**src/rtl/realloc_copy_engine.sv**
```systemverilog
// Realloc copy engine: moves a block from the old allocation to the new one
// in read-burst / write-burst pairs staged through a small local word buffer,
// then pulses copy_done back to the allocator.
module realloc_copy_engine #(
    parameter int BURST_WORDS = 16
) (
    input  logic        clk,
    input  logic        rst,
    input  logic        copy_active,
    input  logic [31:0] src_addr,
    input  logic [31:0] dst_addr,
    input  logic [31:0] copy_len,
    output logic        copy_done,
    output logic        busy,
    output logic        read_request,
    output logic [31:0] read_address,
    output logic [3:0]  read_len,
    input  logic        read_valid,
    input  logic [31:0] read_data,
    output logic        write_request,
    output logic [31:0] write_address,
    output logic [3:0]  write_len,
    output logic [31:0] write_data,
    input  logic        write_valid
);

    localparam logic [1:0] ST_IDLE  = 2'd0;
    localparam logic [1:0] ST_READ  = 2'd1;
    localparam logic [1:0] ST_WRITE = 2'd2;
    localparam logic [1:0] ST_DONE  = 2'd3;

    localparam logic [31:0] BURST_MAX  = 32'(BURST_WORDS);
    localparam logic [3:0]  BURST_LAST = 4'(BURST_WORDS - 1);

    logic [1:0]  state_q, state_d;
    logic        act_q, act_d;
    logic        act_prev_q, act_prev_d;
    logic [31:0] rd_ptr_q, rd_ptr_d;
    logic [31:0] wr_ptr_q, wr_ptr_d;
    logic [31:0] left_q, left_d;
    logic [3:0]  beat_q, beat_d;

    logic [31:0] buf_mem [BURST_WORDS];

    logic        start;
    logic [31:0] cmd_words;
    logic [31:0] burst_n;
    logic [3:0]  burst_last;
    logic [31:0] burst_bytes;

    // Burst sizing and start detection on the registered copy_active samples
    always_comb begin
        start       = act_q && !act_prev_q && (state_q == ST_IDLE);
        cmd_words   = (copy_len + 32'd3) >> 2;
        burst_n     = (left_q < BURST_MAX) ? left_q : BURST_MAX;
        // left_q is below BURST_MAX in the first branch, so its low nibble holds it
        burst_last  = (left_q < BURST_MAX) ? 4'(left_q[3:0] - 4'd1) : BURST_LAST;
        burst_bytes = burst_n << 2;
    end

    // Next-state logic: walk IDLE -> (READ -> WRITE)* -> DONE -> IDLE
    always_comb begin
        state_d    = state_q;
        act_d      = copy_active;
        act_prev_d = act_q;
        rd_ptr_d   = rd_ptr_q;
        wr_ptr_d   = wr_ptr_q;
        left_d     = left_q;
        beat_d     = beat_q;
        case (state_q)
            ST_IDLE: begin
                if (start) begin
                    rd_ptr_d = src_addr & ~32'd3;
                    wr_ptr_d = dst_addr & ~32'd3;
                    left_d   = cmd_words;
                    beat_d   = 4'd0;
                    state_d  = (cmd_words == 32'd0) ? ST_DONE : ST_READ;
                end
            end
            ST_READ: begin
                if (read_valid) begin
                    if (beat_q == burst_last) begin
                        beat_d   = 4'd0;
                        rd_ptr_d = rd_ptr_q + burst_bytes;
                        state_d  = ST_WRITE;
                    end else begin
                        beat_d = beat_q + 4'd1;
                    end
                end
            end
            ST_WRITE: begin
                if (write_valid) begin
                    if (beat_q == burst_last) begin
                        beat_d   = 4'd0;
                        wr_ptr_d = wr_ptr_q + burst_bytes;
                        left_d   = left_q - burst_n;
                        state_d  = (left_q == burst_n) ? ST_DONE : ST_READ;
                    end else begin
                        beat_d = beat_q + 4'd1;
                    end
                end
            end
            default: begin
                state_d = ST_IDLE;
            end
        endcase
    end

    // Control and pointer registers; reset aborts any copy in flight
    always_ff @(posedge clk or negedge rst) begin
        if (!rst) begin
            state_q    <= ST_IDLE;
            act_q      <= 1'b0;
            act_prev_q <= 1'b0;
            rd_ptr_q   <= 32'd0;
            wr_ptr_q   <= 32'd0;
            left_q     <= 32'd0;
            beat_q     <= 4'd0;
        end else begin
            state_q    <= state_d;
            act_q      <= act_d;
            act_prev_q <= act_prev_d;
            rd_ptr_q   <= rd_ptr_d;
            wr_ptr_q   <= wr_ptr_d;
            left_q     <= left_d;
            beat_q     <= beat_d;
        end
    end

    // Staging buffer: each read beat lands at its beat index
    always_ff @(posedge clk) begin
        if (state_q == ST_READ && read_valid) begin
            buf_mem[beat_q] <= read_data;
        end
    end

    // Outputs decode from state only, so they are all zero while in reset
    always_comb begin
        read_request  = 1'b0;
        read_address  = 32'd0;
        read_len      = 4'd0;
        write_request = 1'b0;
        write_address = 32'd0;
        write_len     = 4'd0;
        write_data    = 32'd0;
        copy_done     = (state_q == ST_DONE);
        busy          = (state_q != ST_IDLE);
        case (state_q)
            ST_READ: begin
                // Request is held until the first beat lands, then released
                read_request = (beat_q == 4'd0);
                read_address = rd_ptr_q;
                read_len     = burst_last;
            end
            ST_WRITE: begin
                write_request = 1'b1;
                write_address = wr_ptr_q;
                write_len     = burst_last;
                write_data    = buf_mem[beat_q];
            end
            default: begin
            end
        endcase
    end

endmodule

```
**config.mk**
```make
export PLATFORM = sky130hd
export DESIGN_NAME = realloc_copy_engine
export DESIGN_NICKNAME = d
export VERILOG_FILES = /design/src/rtl/realloc_copy_engine.sv
export SDC_FILE = /design/constraint.sdc
export NUM_CORES = 1
export LEC_CHECK = 0
export ABC_CLOCK_PERIOD_IN_PS = 11350
export CAP_MARGIN = 20
export CORE_AREA = 5 5 247 249
export DETAILED_ROUTE_END_ITERATION = 10
export DIE_AREA = 0 0 252 254
export PLACE_DENSITY = 0.74
export SETUP_SLACK_MARGIN = 0.2
export SYNTH_ARGS = -nofsm -noshare
export SYNTH_HDL_FRONTEND = slang
export SYNTH_SLANG_ARGS = --single-unit
```
**constraint.sdc**
```tcl
create_clock -name clk -period 11.35 [get_ports clk]
set_clock_uncertainty 0.05 [all_clocks]
set_input_delay 1.135 -clock clk [delete_from_list [all_inputs] [get_ports clk]]
set_output_delay 1.135 -clock clk [all_outputs]
set_load 0.005 [all_outputs]
```
* Word level (Yosys, flattened, before mapping)
Memory sizes are Yosys's and may differ from the RTL's.
Index checks and enable logic that the tools add are counted.
** Word-level totals
- Bits in registers :: 104
- Bits in writable memories :: 512
- Input bits :: 133
- Output and inout bits :: 108
- Logic and storage cells :: 76
- Memories :: 1
** Memory list
- buf_mem :: words 16, width 32, read ports 1, clocked after memory_dff 0, write ports 1, RTL line 43 : logic [31:0] buf_mem [BURST_WORDS];
** Operators by class
- Add/sub/neg operators :: 6
- $lt $le $gt $ge :: 1
- Eq/ne operators :: 10
- Muxes and demuxes :: 36
- Reduce and logical (&&, ||, !) cells :: 15
** Operators by type and width (count)
- 2-to-1 mux 32 bit :: 13
- one-hot mux 32 bit (2 select lines) :: 3
- adder 32 bit :: 2
- adder 32 x 2 -> 32 bit, second input constant :: 1
- equality test 32 bit :: 1
- logical NOT 32 bit :: 1
- less-than comparator 32 x 5 -> 1 bit, second input constant :: 1
- subtractor 32 bit :: 1
- 2-to-1 mux 4 bit :: 7
- 2-to-1 mux 2 bit :: 7
- one-hot mux 4 bit (3 select lines) :: 1
- AND reduction 4 bit :: 3
- != test 2 bit, second input constant :: 5
- one-hot mux 2 bit (3 select lines) :: 1
- nonzero test 2 bit :: 3
- AND reduction 5 bit :: 1
- adder 4 x 1 -> 4 bit, second input constant :: 1
- equality test 2 bit, second input constant :: 2
- equality test 4 bit :: 1
- logical NOT 4 bit :: 1
- 2-to-1 mux 1 bit :: 4
- subtractor 4 x 1 -> 4 bit, second input constant :: 1
- logical AND 1 bit :: 3
- nonzero test 3 bit :: 1
- other kinds (3) :: 3

* Logic depth before layout (Yosys ltp)
Gate-level depths: netlist of run 1.
- Depth in word-level cells :: 7
- Mapped depth :: 19

* Least setup slack after synthesis of run 1
Ideal clock, no wire load.
- Kind :: register to register
- Start :: register left_q[19]
- End :: register wr_ptr_q[24]
- Arrival time :: 4301 ps
- Required time :: 11221 ps
- Path slack :: 6920 ps
- Stages on the path, launching flop included :: 19
- Path buffers :: 2
- Clock period less this slack :: 4430 ps
- Path through :: dfrtp_1 nor4_4 nand4_2 nor3_1 buf_2 buf_1 nand2_1 xnor2_1 ha_1 a21oi_1 a21boi_1 a21oi_1 or4b_4 o41ai_4 a2111oi_2 nor3_4 a311oi_1 a41oi_1 a2bb2oi_1
** On the way
- Longest elaborated chain between the ends :: 6
** RTL lines
- start, declared :: RTL line 40 : logic [31:0] left_q, left_d;
- start signal, assigned :: RTL line 125 : left_q <= left_d;
- less-than comparator 32 x 5 -> 1 bit :: RTL line 55, 57
- 2-to-1 mux 32 bit :: RTL line 55 : burst_n = (left_q < BURST_MAX) ? left_q : BURST_MAX;
- adder 32 bit :: RTL line 95 : wr_ptr_d = wr_ptr_q + burst_bytes;
- 2-to-1 mux 32 bit :: RTL line 93 : if (beat_q == burst_last) begin
- 2-to-1 mux 32 bit :: RTL line 92 : if (write_valid) begin
- one-hot mux 32 bit (2 select lines) :: RTL line 70 : case (state_q)
- end signal, assigned :: RTL line 124 : wr_ptr_q <= wr_ptr_d;
- end, declared :: RTL line 39 : logic [31:0] wr_ptr_q, wr_ptr_d;
Several ways; a longest one is shown, not always the timed one. The select of a mux whose other input is x is not followed.
A chain may end at the register's enable or synchronous reset.

* Worst setup path in the final report of run 1
- Start :: register beat_q[0]
- End :: output write_data[15]
** On the way
- Longest elaborated chain between the ends :: 2
** RTL lines
- start, declared :: RTL line 41 : logic [3:0] beat_q, beat_d;
- start signal, assigned :: RTL line 126 : beat_q <= beat_d;
- memory (16 x 32 bit)
- 2-to-1 mux 32 bit :: RTL line 148 : case (state_q)
- end, declared :: RTL line 23 : output logic [31:0] write_data,
No other way between the ends.

==> results of run 1 <==
-- cell usage after synthesis, types with 5 or more instances --
cell type	number
dfrtp_1	100
buf_2	16
o21a_1	11
edfxtp_1	512
nor3b_1	11
nand4_1	13
o21ai_0	110
ha_1	61
and2_1	98
a31oi_1	14
buf_1	20
nand3_1	56
o22ai_1	32
clkbuf_1	67
a21oi_1	115
o211ai_1	5
nand2b_1	8
o21bai_1	6
xnor2_1	49
nor2b_1	8
and3_1	35
a211oi_1	9
nor4_1	18
nand2_1	130
a21o_1	28
mux4_2	160
xor2_1	27
nor3_1	22
nor2_1	76
inv_1	30
buf_4	5
mux2i_1	30
-- worst max-delay path, delay by kind of cell, from the launching register on --
kind / cells / cell delay, ps
muxes: 2 / 1120
DFF: 1 / 1020
buffers and inverters: 3 / 2130
and+or+nand+nor: 1 / 210
-- sequential cells by signal (all words and copies together) (netlist names) --
name        cells
act_prev_d      1
act_prev_q      1
beat_q          4
buf_mem       512
left_q         32
rd_ptr_q       30
state_q         2
wr_ptr_q       30
-- cells by family after synthesis --
group	Yosys count
flops	612
simple gates	499
buf+inv	144
other cells	2
compound gates	391
fa+ha+maj	62
mux	192
xor+xnor	77
-- through the flow --
| stage | power (mW) | hold WS [ps] | util |
|---|---|---|---|
| 2_1_floorplan | 5.010 | 303.7 | - |
| 3_3_place_gp | 5.812 | 314.8 | 0.5515 |
| 3_5_place_dp | 5.893 | 326.9 | 0.5515 |
| 4_1_cts | 7.985 | 340.1 | 0.5872 |
| 5_1_grt | 8.428 | 350.1 | 0.5876 |
| 6_report | 7.964 | 337.8 | 0.5876 |
-- path summary, 6_finish.rpt --
path                                       end       start
min in group asynchronous         wr_ptr_q[28]         rst
max in group asynchronous            beat_q[0]         rst
worst min register to register      act_prev_q  act_prev_d
worst max-delay path            write_data[15]   beat_q[0]
worst min-delay path                act_prev_q  act_prev_d
worst max register to register    rd_ptr_q[30]  left_q[12]
-- power by group --
group          switching [mW]  internal, mW  leakage, nW
Sequential              0.308          2.69         5.82
Clock                   0.885          1.19         1.02
Combinational            1.49          1.40         5.02
Total                    2.68          5.28         11.9
-- metal layers --
metal  vias up  share of wire
li1       8241              -
met1      9188           0.39
met2       780           0.51
met3       132          0.079
met4         4          0.026
met5         -        0.00025
-- cell type report --
type                       count  area [µm²]
sequential                   612       17890
tap                          773       967.2
clock buffer                  82        1807
inverter                      31       116.4
clock inverter                35       285.3
antenna                        1       2.502
timing repair buffer         264        2572
multi-input combinational   1270       10720
fill                        4452       24110
-- cell usage in the layout, fill, tap and decap left out, drive strengths merged, types with 35 or more instances in the layout --
cell type and count:
and2 100, o21ai 114, dfrtp 100, nand3 57, mux4 160, ha 61
clkdlybuf4s50 231, conb 49, edfxtp 512, a21oi 116, nor2 76, xnor2 49
nand2 130, clkbuf 82, and3 35
==> flow_metrics.py, run 1 <==
metrics = {
    "grt": {
        "overflow": 0,
        "grt_max_degree": 70,
        "use_met1": 0.2890,
        "grt.total_usage": 0.2213,
        "top_usage_layer": "met2",
        "use_met3": 0.04534,
        "antenna_found_initial": 3,
        "use_met2": 0.3818,
        "grt_pass1_wl_um": 109000,
        "grt_pass1_vias": 18560,
    },
    "detailed_routing": {
        "antenna_left": 0,
        "vias": 18350,
        "first_iter_violations": 1576,
        "routedWlPerCell_um": 23.46,
        "first_pass_iters": 8,
        "wirelength_um": 71980,
        "drc": 0,
        "viasPerCell": 5.979,
    },
    "timing": {
        "final_hold_viol_count": 0,
        "tns_ps": 0,
        "fin_crit_sh": 0.5560,
        "layout_setup_ws_ps": 5039,
        "min_period_ps": 6311,
        "final-setup-viol-count": 0,
        "rsz0062_at_grt": "no",
        "drv_slew": 0,
        "tightest_slew_ps": 1050,
        "max_freq_ghz": 0.1585,
        "maxSlewHeadroom": 0.2998,
    },
    "floorplan": {
        "fp.coreArea_um2": 58460,
        "die_h_um": 254,
        "placementRows": 89,
        "io_pins": 241,
        "die-area_um2": 64010,
        "initial_core_util": 0.4948,
        "dieWidth_um": 252,
    },
    "synthesis": {
        "syn_inst": 1979,
        "synth_top_family_by_area": "multiplexers",
        "synth-seq-area-share": 0.6180,
        "avgSynthCellArea_um2": 14.62,
        "synth-compound-area-share": 0.08391,
        "async_flop_share": 0.1634,
        "synth-edff-count": 512,
        "synthFlopType": "edfxtp_1",
        "ys_ff_latch": 612,
        "synth-adder-area-share": 0.02673,
        "yosysTopAreaCell": "edfxtp_1",
        "yosys.area_share.simple": 0.09032,
        "ys_warn_count": 0,
        "synthTopCellsByArea": "edfxtp_1, mux4_2, dfrtp_1",
        "synth_xor_area_frac": 0.02379,
        "yosysUniqueCellTypes": 81,
        "synthMuxAreaShare": 0.1357,
        "synth_area_um2": 28930,
        "yosys.area.top_type_share": 0.5315,
    },
    "setup_path": {
        "rrSetupSlack_ps": 5680,
        "cp-start-kind": "flip-flop",
        "cp_data_arrival_time_ps": 5130,
        "crit_chain": "buf_4 > buf_4 > mux4_2 > mux4_2 > and2_1 > clkdlybuf4s50_1",
        "endpoint_kind": "primary output",
        "ff2ff_path_depth": 18,
        "required_ps": 10170,
        "max_stage_delay_ps": 1020,
        "cp_max_fo": 48,
        "cp_slowest_cell": "dfrtp_4",
        "crit_type": "reg -> out",
    },
    "run_status": {
        "outcome": "finished, final reports clean",
    },
    "finish": {
        "fin_cells": 3068,
        "nets": 2440,
        "drive_gt1_frac": 0.1491,
        "area_growth_pct": 18.76,
        "design_area_um2": 34350,
    },
    "worst_hold_path": {
        "hold_depth": 0,
        "min_path_type": "reg -> reg",
    },
    "clock_tree": {
        "cts_buffer_depth": 3,
        "cts_tree": "done",
        "ctsHoldBuffers": 0,
        "post_cts_resized": 0,
        "clk_pin_slew_worst_paths_ps": 60,
        "numCtsBuffers": 67,
        "post_cts_buffers": 0,
        "cts_root_buf": "clkbuf_16",
        "worstSkewPairLatency_ps": 590,
        "clock-sinks": 612,
        "ctsHtreeMaxLevel": 3,
    },
    "power": {
        "powerDensity_nw_per_um2": 231.8,
        "p_leak_nw": 11.87,
        "irDropWorstVdd_mv": 0.1504,
    },
    "placement": {
        "portBuffers": 232,
        "pre_cts_slack_ps": 5513,
        "place_inst": 2949,
        "placed_area_um2": 32240,
        "gp_congestion": 0.8839,
        "hpwlAfterDp_um": 42070,
    },
    "job": {
        "max_cap_violations": 0,
    },
}
No activity file was read; power rests on OpenSTA's default activity.
==> run 2: changes to the inputs <==
--- a/config.mk
+++ b/config.mk
@@ -5,12 +5,12 @@
 export SDC_FILE = /design/constraint.sdc
 export NUM_CORES = 1
 export LEC_CHECK = 0
-export ABC_CLOCK_PERIOD_IN_PS = 11350
+export ABC_CLOCK_PERIOD_IN_PS = 5390
 export CAP_MARGIN = 20
 export CORE_AREA = 5 5 247 249
 export DETAILED_ROUTE_END_ITERATION = 10
 export DIE_AREA = 0 0 252 254
-export PLACE_DENSITY = 0.74
+export PLACE_DENSITY = 0.77
 export SETUP_SLACK_MARGIN = 0.2
 export SYNTH_ARGS = -nofsm -noshare
 export SYNTH_HDL_FRONTEND = slang
==> constraint.sdc (replaced) <==
create_clock -name clk -period 5.39 [get_ports clk]
set_clock_uncertainty 0.05 [all_clocks]
set_input_delay 0.539 -clock clk [delete_from_list [all_inputs] [get_ports clk]]
set_output_delay 0.539 -clock clk [all_outputs]
set_load 0.005 [all_outputs]
==> run 2 against run 1 <==
Against the previous run:
- combinational power increased by 120%
- die area did not move
- largest cell class unchanged
- non-clock buffer count grew 6
- clock power rose by 120%
- clock-buffer cell count down 9
- cell count up 0.13%
- final area grew 0.33%
- first-iteration DRC count grew 11%
- sequential cell count did not move
- utilization rose by 0.19 points
==> flow_metrics.py, run 2 (synthesis results as in run 1) <==
metrics = {
    "clock_tree": {
        "worstSkewPairLatency_ps": 630,
        "numCtsBuffers": 61,
        "cts_tree": "done",
        "cts_buffer_depth": 3,
        "clock-sinks": 612,
        "clk_pin_slew_worst_paths_ps": 60,
        "ctsHtreeMaxLevel": 2,
        "cts_root_buf": "clkbuf_16",
    },
    "setup_path": {
        "ff2ff_path_depth": 17,
        "cp_data_arrival_time_ps": 5350,
        "reg2reg_to": "rd_ptr_q[30]",
        "cp-start-kind": "flip-flop",
        "crit_type": "reg -> reg",
        "endpoint_kind": "flip-flop",
        "rrSetupSlack_ps": 490,
        "r2r_start": "left_q[18]",
        "cp_max_fo": 6,
        "required_ps": 5840,
    },
    "finish": {
        "ff_latch_area_um2": 17890,
        "final_cell_mix": "edfxtp_1, clkdlybuf4s50_1, mux4_2, nand2_1, a21oi_1",
        "largest_reg_flops": 512,
        "drive_gt1_frac": 0.1462,
        "fillers": 4342,
        "nets": 2440,
        "multiInputGateArea_um2": 10700,
        "final_common_cell": "edfxtp_1",
        "area_growth_pct": 19.16,
        "top_regs": "buf_mem (512), left_q (32)",
        "largest_register": "buf_mem",
    },
    "grt": {
        "grt_pass1_vias": 18810,
        "grt.total_usage": 0.2264,
        "antenna_found_initial": 4,
        "grt_max_degree": 134,
        "grt_pass1_wl_um": 111900,
        "overflow": 0,
    },
    "floorplan": {
        "dieWidth_um": 252,
        "io_pins": 241,
        "initial_core_util": 0.4948,
        "die-area_um2": 64010,
        "fp.coreArea_um2": 58460,
        "placementRows": 89,
        "die_h_um": 254,
    },
    "power": {
        "p_leak_nw": 11.93,
        "irDropWorstVdd_mv": 0.3463,
        "powerDensity_nw_per_um2": 492.3,
    },
    "placement": {
        "gp_congestion": 0.8980,
        "portBuffers": 232,
        "pre_cts_slack_ps": 453.9,
        "hpwlAfterDp_um": 44150,
    },
    "detailed_routing": {
        "drc": 0,
        "antenna_left": 0,
        "wirelength_um": 73980,
        "first_pass_iters": 6,
        "vias": 18580,
        "viasPerCell": 6.047,
        "routedWlPerCell_um": 24.08,
        "first_iter_violations": 1743,
    },
    "timing": {
        "min_period_ps": 4895,
        "tightest_slew_ps": 997.1,
        "drv_slew": 0,
        "tns_ps": 0,
        "maxSlewHeadroom": 0.3352,
        "max_freq_ghz": 0.2043,
        "layout_setup_ws_ps": 494.8,
        "rsz0062_at_grt": "no",
        "final-setup-viol-count": 0,
        "fin_crit_sh": 0.9082,
        "final_hold_viol_count": 0,
    },
    "worst_hold_path": {
        "min_from": "copy_active",
        "hold_end": "act_prev_d",
        "min_path_type": "in -> reg",
        "hold_depth": 1,
    },
    "run_status": {
        "outcome": "finished, final reports clean",
    },
    "job": {
        "max_cap_violations": 0,
    },
}
-- run 2: metal layers --
layer | part of all wire | vias up | routed length, µm | GRT usage
met1 | 0.38 | 9327 | 28130 | 0.2902
met3 | 0.074 | 141 | 5482 | 0.03562
met4 | 0.030 | 6 | 2222 | 0.07025
met5 | 0.00062 | - | 46 | 0
li1 | - | 8231 | - | -
met2 | 0.52 | 871 | 38100 | 0.4006
-- run 2: how the worst max path moves through the flow --
stage	start	to	slack [ps]
2_1_floorplan	left_q[19]	wr_ptr_q[24]	960
3_3_place_gp	left_q[19]	rd_ptr_q[30]	690
3_5_place_dp	left_q[19]	rd_ptr_q[30]	450
4_1_cts	left_q[18]	rd_ptr_q[30]	450
5_1_grt	left_q[12]	rd_ptr_q[28]	210
6_report	left_q[18]	rd_ptr_q[30]	490
-- run 2: area by class of cell --
class,count,share of cell area
diodes,1,0.00007260
clock buffers,73,0.04621
well taps,773,0.02806
multi-input cells,1270,0.3105
repair buffers,270,0.07674
inverters,31,0.003376
flip-flops and latches,612,0.5189
clock inverters,42,0.01608
-- run 2: what timing repair did --
action,in CTS,in global routing
buffers inserted,0,2
hold endpoints to repair,51,0
hold buffers,1,0
setup endpoints to repair,0,5
gates resized for setup,0,1
-- run 2: where the power goes --
part	internal [mW]	switching (mW)	total (mW)	leakage, nW
combinational	2.97	3.28	6.25	5.06
clock	2.69	1.82	4.50	1.04
sequential	5.67	0.541	6.21	5.82
-- run 2: metrics by stage --
stage	std cells	util	instance area, µm²	hold slack [ps]	power (mW)
2_1_floorplan	2026	-	29100	193.4	10.55
3_3_place_gp	2953	0.5524	32290	313.5	12.26
3_5_place_dp	2953	0.5524	32290	322.3	12.45
4_1_cts	3069	0.5893	34450	274.3	17.01
5_1_grt	3072	0.5896	34470	295.5	17.91
6_report	3072	0.5896	34470	315.7	16.97
-- run 2: critical path: stages (launching register included) --
cell and delay (ps):
dfrtp_1 450, nor4_4 350, nand4_2 290, nor3_2 280, inv_1 80, nor2_1 320, ha_1 320, ha_1 240
a21oi_1 70, o21a_1 230, o41ai_1 330, o221ai_2 260, a211oi_2 350, a21oi_1 170, o21ai_1 330, a311oi_1 190
mux2i_1 170, a211o_1 280
